===== src/rtl/cdc_word_launch_pkg.sv =====
// rtl/cdc_word_launch_pkg.sv - shared CDC state encoding and constants for the word launcher
package cdc_word_launch_pkg;

    typedef enum logic [1:0] {
        ST_IDLE    = 2'd0,
        ST_REQ     = 2'd1,
        ST_RELEASE = 2'd2
    } cdc_state_t;

    // Cycles beyond the synchronizer depth to wait after reset before trusting ack_s.
    localparam int SETTLE_MARGIN = 1;

    function automatic int settle_cycles(input int n_sync);
        return n_sync + SETTLE_MARGIN;
    endfunction

    // Bits needed to hold max_val, never less than one.
    function automatic int cnt_width(input int max_val);
        int w;
        w = 1;
        while ((1 << w) <= max_val) begin
            w = w + 1;
        end
        return w;
    endfunction

endpackage


===== src/rtl/sync_1bit.sv =====
// rtl/sync_1bit.sv - standard 1-bit multi-stage synchronizer cell
module sync_1bit #(
    parameter int N_STAGES = 2
) (
    input  logic clk,
    input  logic rst,
    input  logic d,
    output logic q
);

    logic [N_STAGES-1:0] stages;

    always_ff @(posedge clk) begin
        if (rst) begin
            stages <= '0;
        end else begin
            stages <= {stages[N_STAGES-2:0], d};
        end
    end

    assign q = stages[N_STAGES-1];

endmodule


===== src/rtl/cdc_word_launch.sv =====
// rtl/cdc_word_launch.sv - four-phase launcher of one held word into a remote clock domain
module cdc_word_launch
    import cdc_word_launch_pkg::*;
#(
    parameter int W_DATA  = 32,
    parameter int N_SYNC  = 2,
    parameter int TIMEOUT = 1024
) (
    input  logic              clk,
    input  logic              rst,
    input  logic              in_vld,
    output logic              in_rdy,
    input  logic [W_DATA-1:0] in_data,
    output logic              out_req,
    output logic [W_DATA-1:0] out_data,
    input  logic              out_ack,
    output logic              busy,
    output logic              err,
    input  logic              err_clr
);

    localparam int PH_W   = cnt_width(TIMEOUT);
    localparam int SETTLE = settle_cycles(N_SYNC);
    localparam int ST_W   = cnt_width(SETTLE);

    localparam logic [PH_W-1:0] PH_MAX   = '1;
    localparam logic [PH_W-1:0] PH_PRE   = PH_W'((TIMEOUT > 0) ? (TIMEOUT - 1) : 0);
    localparam logic [ST_W-1:0] SETTLE_V = ST_W'(SETTLE);

    cdc_state_t      state;
    cdc_state_t      state_next;
    logic            ack_s;
    logic            accept;
    logic            phase_run;
    logic            timeout_evt;
    logic            settle_done;
    logic [PH_W-1:0] phase_cnt;
    logic [ST_W-1:0] settle_cnt;

    sync_1bit #(
        .N_STAGES(N_SYNC)
    ) u_ack_sync (
        .clk(clk),
        .rst(rst),
        .d  (out_ack),
        .q  (ack_s)
    );

    assign in_rdy      = !rst && (state == ST_IDLE) && !ack_s;
    assign busy        = rst || (state != ST_IDLE);
    assign accept      = in_vld && in_rdy;
    assign settle_done = (settle_cnt == SETTLE_V);

    always_comb begin
        state_next = state;
        case (state)
            ST_IDLE: begin
                if (accept) begin
                    state_next = ST_REQ;
                end
            end
            ST_REQ: begin
                if (ack_s) begin
                    state_next = ST_RELEASE;
                end
            end
            ST_RELEASE: begin
                // After reset a stale remote ack needs time to reach ack_s.
                if (settle_done && !ack_s) begin
                    state_next = ST_IDLE;
                end
            end
            default: begin
                state_next = ST_RELEASE;
            end
        endcase
    end

    assign phase_run   = (state != ST_IDLE) && (state_next == state);
    assign timeout_evt = (TIMEOUT != 0) && phase_run && (phase_cnt == PH_PRE);

    always_ff @(posedge clk) begin
        if (rst) begin
            state   <= ST_RELEASE;
            out_req <= 1'b0;
        end else begin
            state   <= state_next;
            out_req <= (state_next == ST_REQ);
        end
    end

    always_ff @(posedge clk) begin
        if (rst) begin
            out_data <= '0;
        end else if (accept) begin
            out_data <= in_data;
        end
    end

    always_ff @(posedge clk) begin
        if (rst) begin
            phase_cnt  <= '0;
            settle_cnt <= '0;
        end else begin
            if (!phase_run) begin
                phase_cnt <= '0;
            end else if (phase_cnt != PH_MAX) begin
                phase_cnt <= phase_cnt + 1'b1;
            end
            if (!settle_done) begin
                settle_cnt <= settle_cnt + 1'b1;
            end
        end
    end

    // A timeout in the same cycle as err_clr keeps the flag set.
    always_ff @(posedge clk) begin
        if (rst) begin
            err <= 1'b0;
        end else if (timeout_evt) begin
            err <= 1'b1;
        end else if (err_clr) begin
            err <= 1'b0;
        end
    end

endmodule


===== config.mk =====
export PLATFORM = sky130hd
export DESIGN_NAME = cdc_word_launch
export DESIGN_NICKNAME = d
export VERILOG_FILES = /design/src/rtl/cdc_word_launch_pkg.sv /design/src/rtl/sync_1bit.sv /design/src/rtl/cdc_word_launch.sv
export SDC_FILE = /design/constraint.sdc
export NUM_CORES = 1
export LEC_CHECK = 0
export ABC_AREA = 1
export BUFFER_PORTS_ARGS = -buffer_cell sky130_fd_sc_hd__buf_4
export CAP_MARGIN = 20
export CORE_UTILIZATION = 44
export CTS_CLUSTER_SIZE = 14
export DETAILED_ROUTE_END_ITERATION = 12
export MAX_ROUTING_LAYER = met4
export PLACE_DENSITY = 0.74
export SLEW_MARGIN = 20
export SYNTH_ARGS = -nofsm -noshare
export SYNTH_HDL_FRONTEND = slang
export SYNTH_HIERARCHICAL = 1
export SYNTH_SLANG_ARGS = --single-unit

===== constraint.sdc =====
create_clock -name clk -period 1.15 [get_ports clk]
set_input_delay 0 -clock clk [delete_from_list [all_inputs] [get_ports clk]]
set_output_delay 0 -clock clk [all_outputs]
set_load 0.01 [all_outputs]

== Word level (Yosys, flattened, before mapping) ==
Index checks and enable logic that the tools add are counted.

* $add $sub $neg: 2
* Equality and inequality tests: 7
* Mux-type cells: 6
* Bitwise operators: 1
* Reductions and logical operators: 13

{| class="wikitable"
|+ Operators with widths
! cell !! count
|-
| $add 11x1->11 const B || 1
|-
| $eq 11x10->1 const B || 1
|-
| $ne 11x11->1 const B || 1
|-
| $logic_and 1x1->1 || 6
|-
| $mux 2 || 3
|-
| $pmux 2 s3 || 1
|-
| $eq 2x1->1 const B || 2
|-
| $eq 2x2->1 const B || 2
|-
| $reduce_bool 2->1 || 2
|-
| $add 2x1->2 const B || 1
|-
| $eq 2x2->1 || 1
|-
| $logic_not 1->1 || 2
|-
| $logic_not 2->1 || 1
|-
| $mux 1 || 2
|-
| $reduce_or 2->1 || 1
|-
| $logic_or 1x1->1 || 1
|-
| $not 1->1 || 1
|}

* Flip-flop bits (word level): 51

== Longest topological paths before layout ==
* Depth in word-level cells: 10
* Depth in mapped cells: 8
* Gate-level depth less buffers: 8

== Cells and area by module ==
The synthesis kept the hierarchy.

{| class="wikitable"
|+ By module, submodules not included
! module !! instances !! cells each !! area an instance (µm²)
|-
| cdc_word_launch || 1 || 257 || 2023.2
|-
| sync_1bit || 1 || 6 || 55.1
|}

== Worst setup path before layout ==
Ideal clock, no wire load.

* Path kind: flip-flop to flip-flop
* Start point: register phase_cnt[0]
* End point: register phase_cnt[6]
* Library setup time: 109 ps
* Arrival: 1124 ps
* Required time: 1041 ps
* Path slack: -83 ps
* Cell stages (with the launch flop): 9
* Buffers on the path: 0
* Clock period less this slack: 1233 ps
* Cells stage by stage: dfxtp_1 > ha_1 > nand3_1 > nor2_1 > nand2_1 > nand2_1 > nand3_1 > nand2_1 > inv_1

* Cells in the longest elaborated chain, start to end: 1

{| class="wikitable"
|+ RTL lines
! what !! line !! text
|-
| start, declared || cdc_word_launch.sv:37 || <nowiki>logic [PH_W-1:0] phase_cnt;</nowiki>
|-
| start signal, assigned || cdc_word_launch.sv:108 || <nowiki>phase_cnt <= phase_cnt + 1'b1;</nowiki>
|-
| $add 11x1->11 or $ne 11x11->1 (tied branches) || cdc_word_launch.sv:108, cdc_word_launch.sv:107 ||
|}

Parallel ways exist; a longest one is shown, timed or not.
A chain may end at the register's enable or synchronous reset.

== Worst setup path after layout ==
* Start point: register state[1]
* End point: register out_data[21]

* Cells in the longest elaborated chain, start to end: 4

{| class="wikitable"
|+ RTL lines
! what !! line !! text
|-
| start, declared || cdc_word_launch.sv:30 || <nowiki>cdc_state_t state;</nowiki>
|-
| start signal, assigned || cdc_word_launch.sv:87 || <nowiki>state <= state_next;</nowiki>
|-
| $logic_not 2->1 || cdc_word_launch.sv:49 || <nowiki>assign in_rdy = !rst && (state == ST_IDLE) && !ack_s;</nowiki>
|-
| $logic_and 1x1->1 (2 in a row) || cdc_word_launch.sv:49 ||
|-
| $logic_and 1x1->1 || cdc_word_launch.sv:51 || <nowiki>assign accept = in_vld && in_rdy;</nowiki>
|-
| end signal, assigned || cdc_word_launch.sv:96 || <nowiki>out_data <= in_data;</nowiki>
|-
| end, declared || cdc_word_launch.sv:15 || <nowiki>output logic [W_DATA-1:0] out_data,</nowiki>
|}

No other way between the ends.

==> flow_summary.toml <==
[outcome]
result_of_the_run = "finished with violations"
failing_checks = "design-rule violations, negative setup slack"

[setup_path]
crit_arrival_ns = 1.47
rr_startpoint = "state[1]"
r2r_slack_ns = -0.14
critPathMaxFanout = 9
timing.rr.end = "out_data[21]"
cp.required_ns = 1.33
setup.worst_path.class = "reg2reg"
worstSetupStartpointType = "flip-flop"
cp-end-kind = "flip-flop"
reg2reg_depth = 7

[routing]
met3_routed_wirelength_microns = 488
wl_met1_mm = 2.88
met2_length_mm = 3.60
remaining_drc_errors = 2
drt-pass1-iter-count = 9
post_drt_via_cell_ratio = 5.36
final_antenna_net_count = 0
routed-via-count = 2438
totalWireLength_mm = 7.18
detailedRoute.firstIterationViolations = 154
route.top_layer_used = "met4"
routedWlPerCell_microns = 15.8

[finish]
post-route-util = 0.816
flow.area_growth_from_synthesis_pct = 74.5
proportion_of_layout_cells_with_a_drive_suffix_above_1 = 0.444
layout.cells.non_filler = 455
n_antenna_cell = 0
design.final.nets = 441

[synth]
ys_dominant_reg_cell = "dfxtp_1"
yosys-top-cells-area = "dfxtp_1, nand3_1, nand2_1"
yosys.cell_count.top_type = "nand2_1"
synth.net_count = 302
synth_seq_area_share = 0.491
synth-seq-cells = 51
avgSynthCellArea_sq_um = 7.90
post_synth_top_area_share = 0.491
mappedNetlistArea_sq_mm = 0.00208
synth_enable_flop_cells = 0
synth_largest_area_cell = "dfxtp_1"
synth_cells = 263
netlist_top_cells_count = "nand2_1, dfxtp_1, nand3_1"
yosys_warnings = 6
synthDistinctLibCells = 24
async_reset_ff_frac = 0

[sta]
slew_headroom = 0.719
timing.final.ws_setup_ns = -0.141
final_max_slew_viol_count = 0
setup-violations-final = 37
finalClockSkew_ns = 0.00907
min_period_ns = 1.29
rsz_0062_raised_after_global_routing = "yes"
worst_slew_pin_slew_ns = 0.422
finalHoldViolCount = 0
period_share = 1.12
achievable-frequency_mhz = 775

[power]
share_comb_of_total_power = 0.216
power-per-cell-area_mw_per_mm2 = 1070
p_leak_nw = 1.50
power.internal_mw = 2.79
power.switching_fraction = 0.277
vdd_ir_drop_max_mv = 1.17
total_switching_power_mw = 1.07
pwr-share-clk = 0.289
share_seq_of_total_power = 0.495

[global_route]
grt_antenna_before_repair = 0
grt_first_pass_wirelength_mm = 9.97
grt_start_max_net_pins = 38
grt_use_total = 0.261
grt_pass1_vias = 2183
grt-ovfl-total = 0

[cts]
insertion_delay_ns = 0.31
cts_max_path_buffers = 2
cts-buffers-inserted = 5
clkSinkCount = 51
clk_pin_slew_ns = 0.10
cts_tree = "yes"
clk_root_buffer_cell = "clkbuf_8"
ctsHtreeMaxLevel = 2

[hold_path]
worst_hold_path.num_cells = 4
hold_path_startpoint = "rst"
worstHoldEndpoint = "phase_cnt[4]"
hold_path.class = "in2reg"

[floorplanning]
die_y_microns = 70.7
core_sq_mm = 0.00444
start_util = 0.468
boundaryPins = 73
die_area_sq_mm = 0.00500
num_rows = 24
dieWidth_microns = 70.7

[placed_design]
placed_cells = 396
gp_congestion = 0.760
number_of_input_and_output_port_buffers_inserted = 72
dp_wirelength_mm = 3.53

[flow_run]
maxCapViolCount = 0
## registers in the layout, indices dropped and copies added, names as in the netlist
name	flops
err	1
out_data	32
out_req	1
phase_cnt	11
settle_cnt	2
state	2
u_ack_sync/stages	2
## routing by layer
layer  GRT usage  up-vias
met3      0.0499       23
li1            -     1156
met1       0.307     1142
met2       0.437      117
met4       0.113        0
met5           -        -
## power groups by stage
stage                     Clock [mW]  Combinational, mW  Sequential [mW]
after detailed placement           0              0.536             1.92
after CTS                       1.11              0.686             1.89
after global routing            1.20              0.891             1.92
after global placement             0              0.525             1.92
final                           1.12              0.833             1.91
after floorplan                    0              0.253             1.94
## worst max-delay path by stage
| stage | start | end | slack [ns] | depth (start not counted) |
|---|---|---|---|---|
| after floorplan | state[0] | out_data[10] | -0.006 | 7 |
| after global placement | state[0] | out_data[20] | -0.08 | 6 |
| after detailed placement | state[0] | out_data[22] | -0.12 | 6 |
| after CTS | state[1] | in_rdy | -0.08 | 5 |
| after global routing | state[0] | out_data[23] | -0.18 | 7 |
| final | state[1] | out_data[21] | -0.14 | 7 |
## kinds of logic after synthesis
family / Yosys count / share of synthesized area
compound gates: 47 / 0.116
xor+xnor: 2 / 0.00843
fa+ha+maj: 2 / 0.0120
buf+inv: 34 / 0.0891
flops: 51 / 0.491
simple gates: 127 / 0.284
## metrics by stage
stage / cell area (sq um) / hold slack (ns) / setup TNS (ns) / setup WS (ns) / power, mW
detailed placement: 2790 / 0.221 / -3.51 / -0.118 / 2.46
global route: 3630 / 0.0604 / -5.74 / -0.176 / 4.01
CTS: 3400 / 0.0196 / -1.49 / -0.0765 / 3.69
global placement: 2790 / 0.222 / -2.43 / -0.0796 / 2.45
finish: 3630 / 0.0465 / -3.63 / -0.141 / 3.86
floorplan: 2110 / 0.0712 / -0.118 / -0.00591 / 2.19
## critical path, cell delays in order (launching register included)
cell     delay [ns]
dfxtp_2        0.34
nor2_4         0.13
nand2_4        0.08
nor2_8         0.17
buf_12         0.17
nand2_8        0.09
nand2_1        0.09
a21oi_1        0.08
## cell usage in the layout (no fill, tap or decap)
cell type      count
buf_4             96
nand3_1           40
dfxtp_1           38
nand2_1           37
a21oi_1           36
dlygate4sd3_1     35
nand2_2           21
inv_1             17
dfxtp_2           10
buf_6              7
nor2_4             6
nor2_1             6
clkbuf_8           6
nand2_4            5
nand3_2            5
nand4_1            3
nand2_8            3
a21oi_2            3
o21ai_0            3
dfxtp_4            3
buf_12             3
nand3_4            2
inv_4              2
o21ai_1            2
a31oi_1            2
inv_2              1
nor2_8             1
xnor2_1            1
nor2_2             1
xor2_1             1
o211ai_1           1
nand3b_1           1
or2_4              1
ha_4               1
ha_2               1
clkbuf_1           1
clkinv_4           1
## repair_timing
| item | in CTS | in global routing |
|---|---|---|
| cloned | 2 | 3 |
| hold buffers | 35 | 0 |
| setup buffers | 5 | 7 |
| endpoints found under the setup margin | 44 | 49 |
| pin swaps | 13 | 15 |
| gates resized for setup | 25 | 49 |
| endpoints found under the hold margin | 36 | 0 |
## cell type report
class,count,area (sq um)
repair buffers,141,1210
multi-input cells,183,1130
flip-flops and latches,51,1040
fillers,254,817
clock buffers,7,86.3
inverters,20,80.1
well taps,52,65.1
clock inverters,1,8.76
No activity file was read; power rests on OpenSTA's default activity.
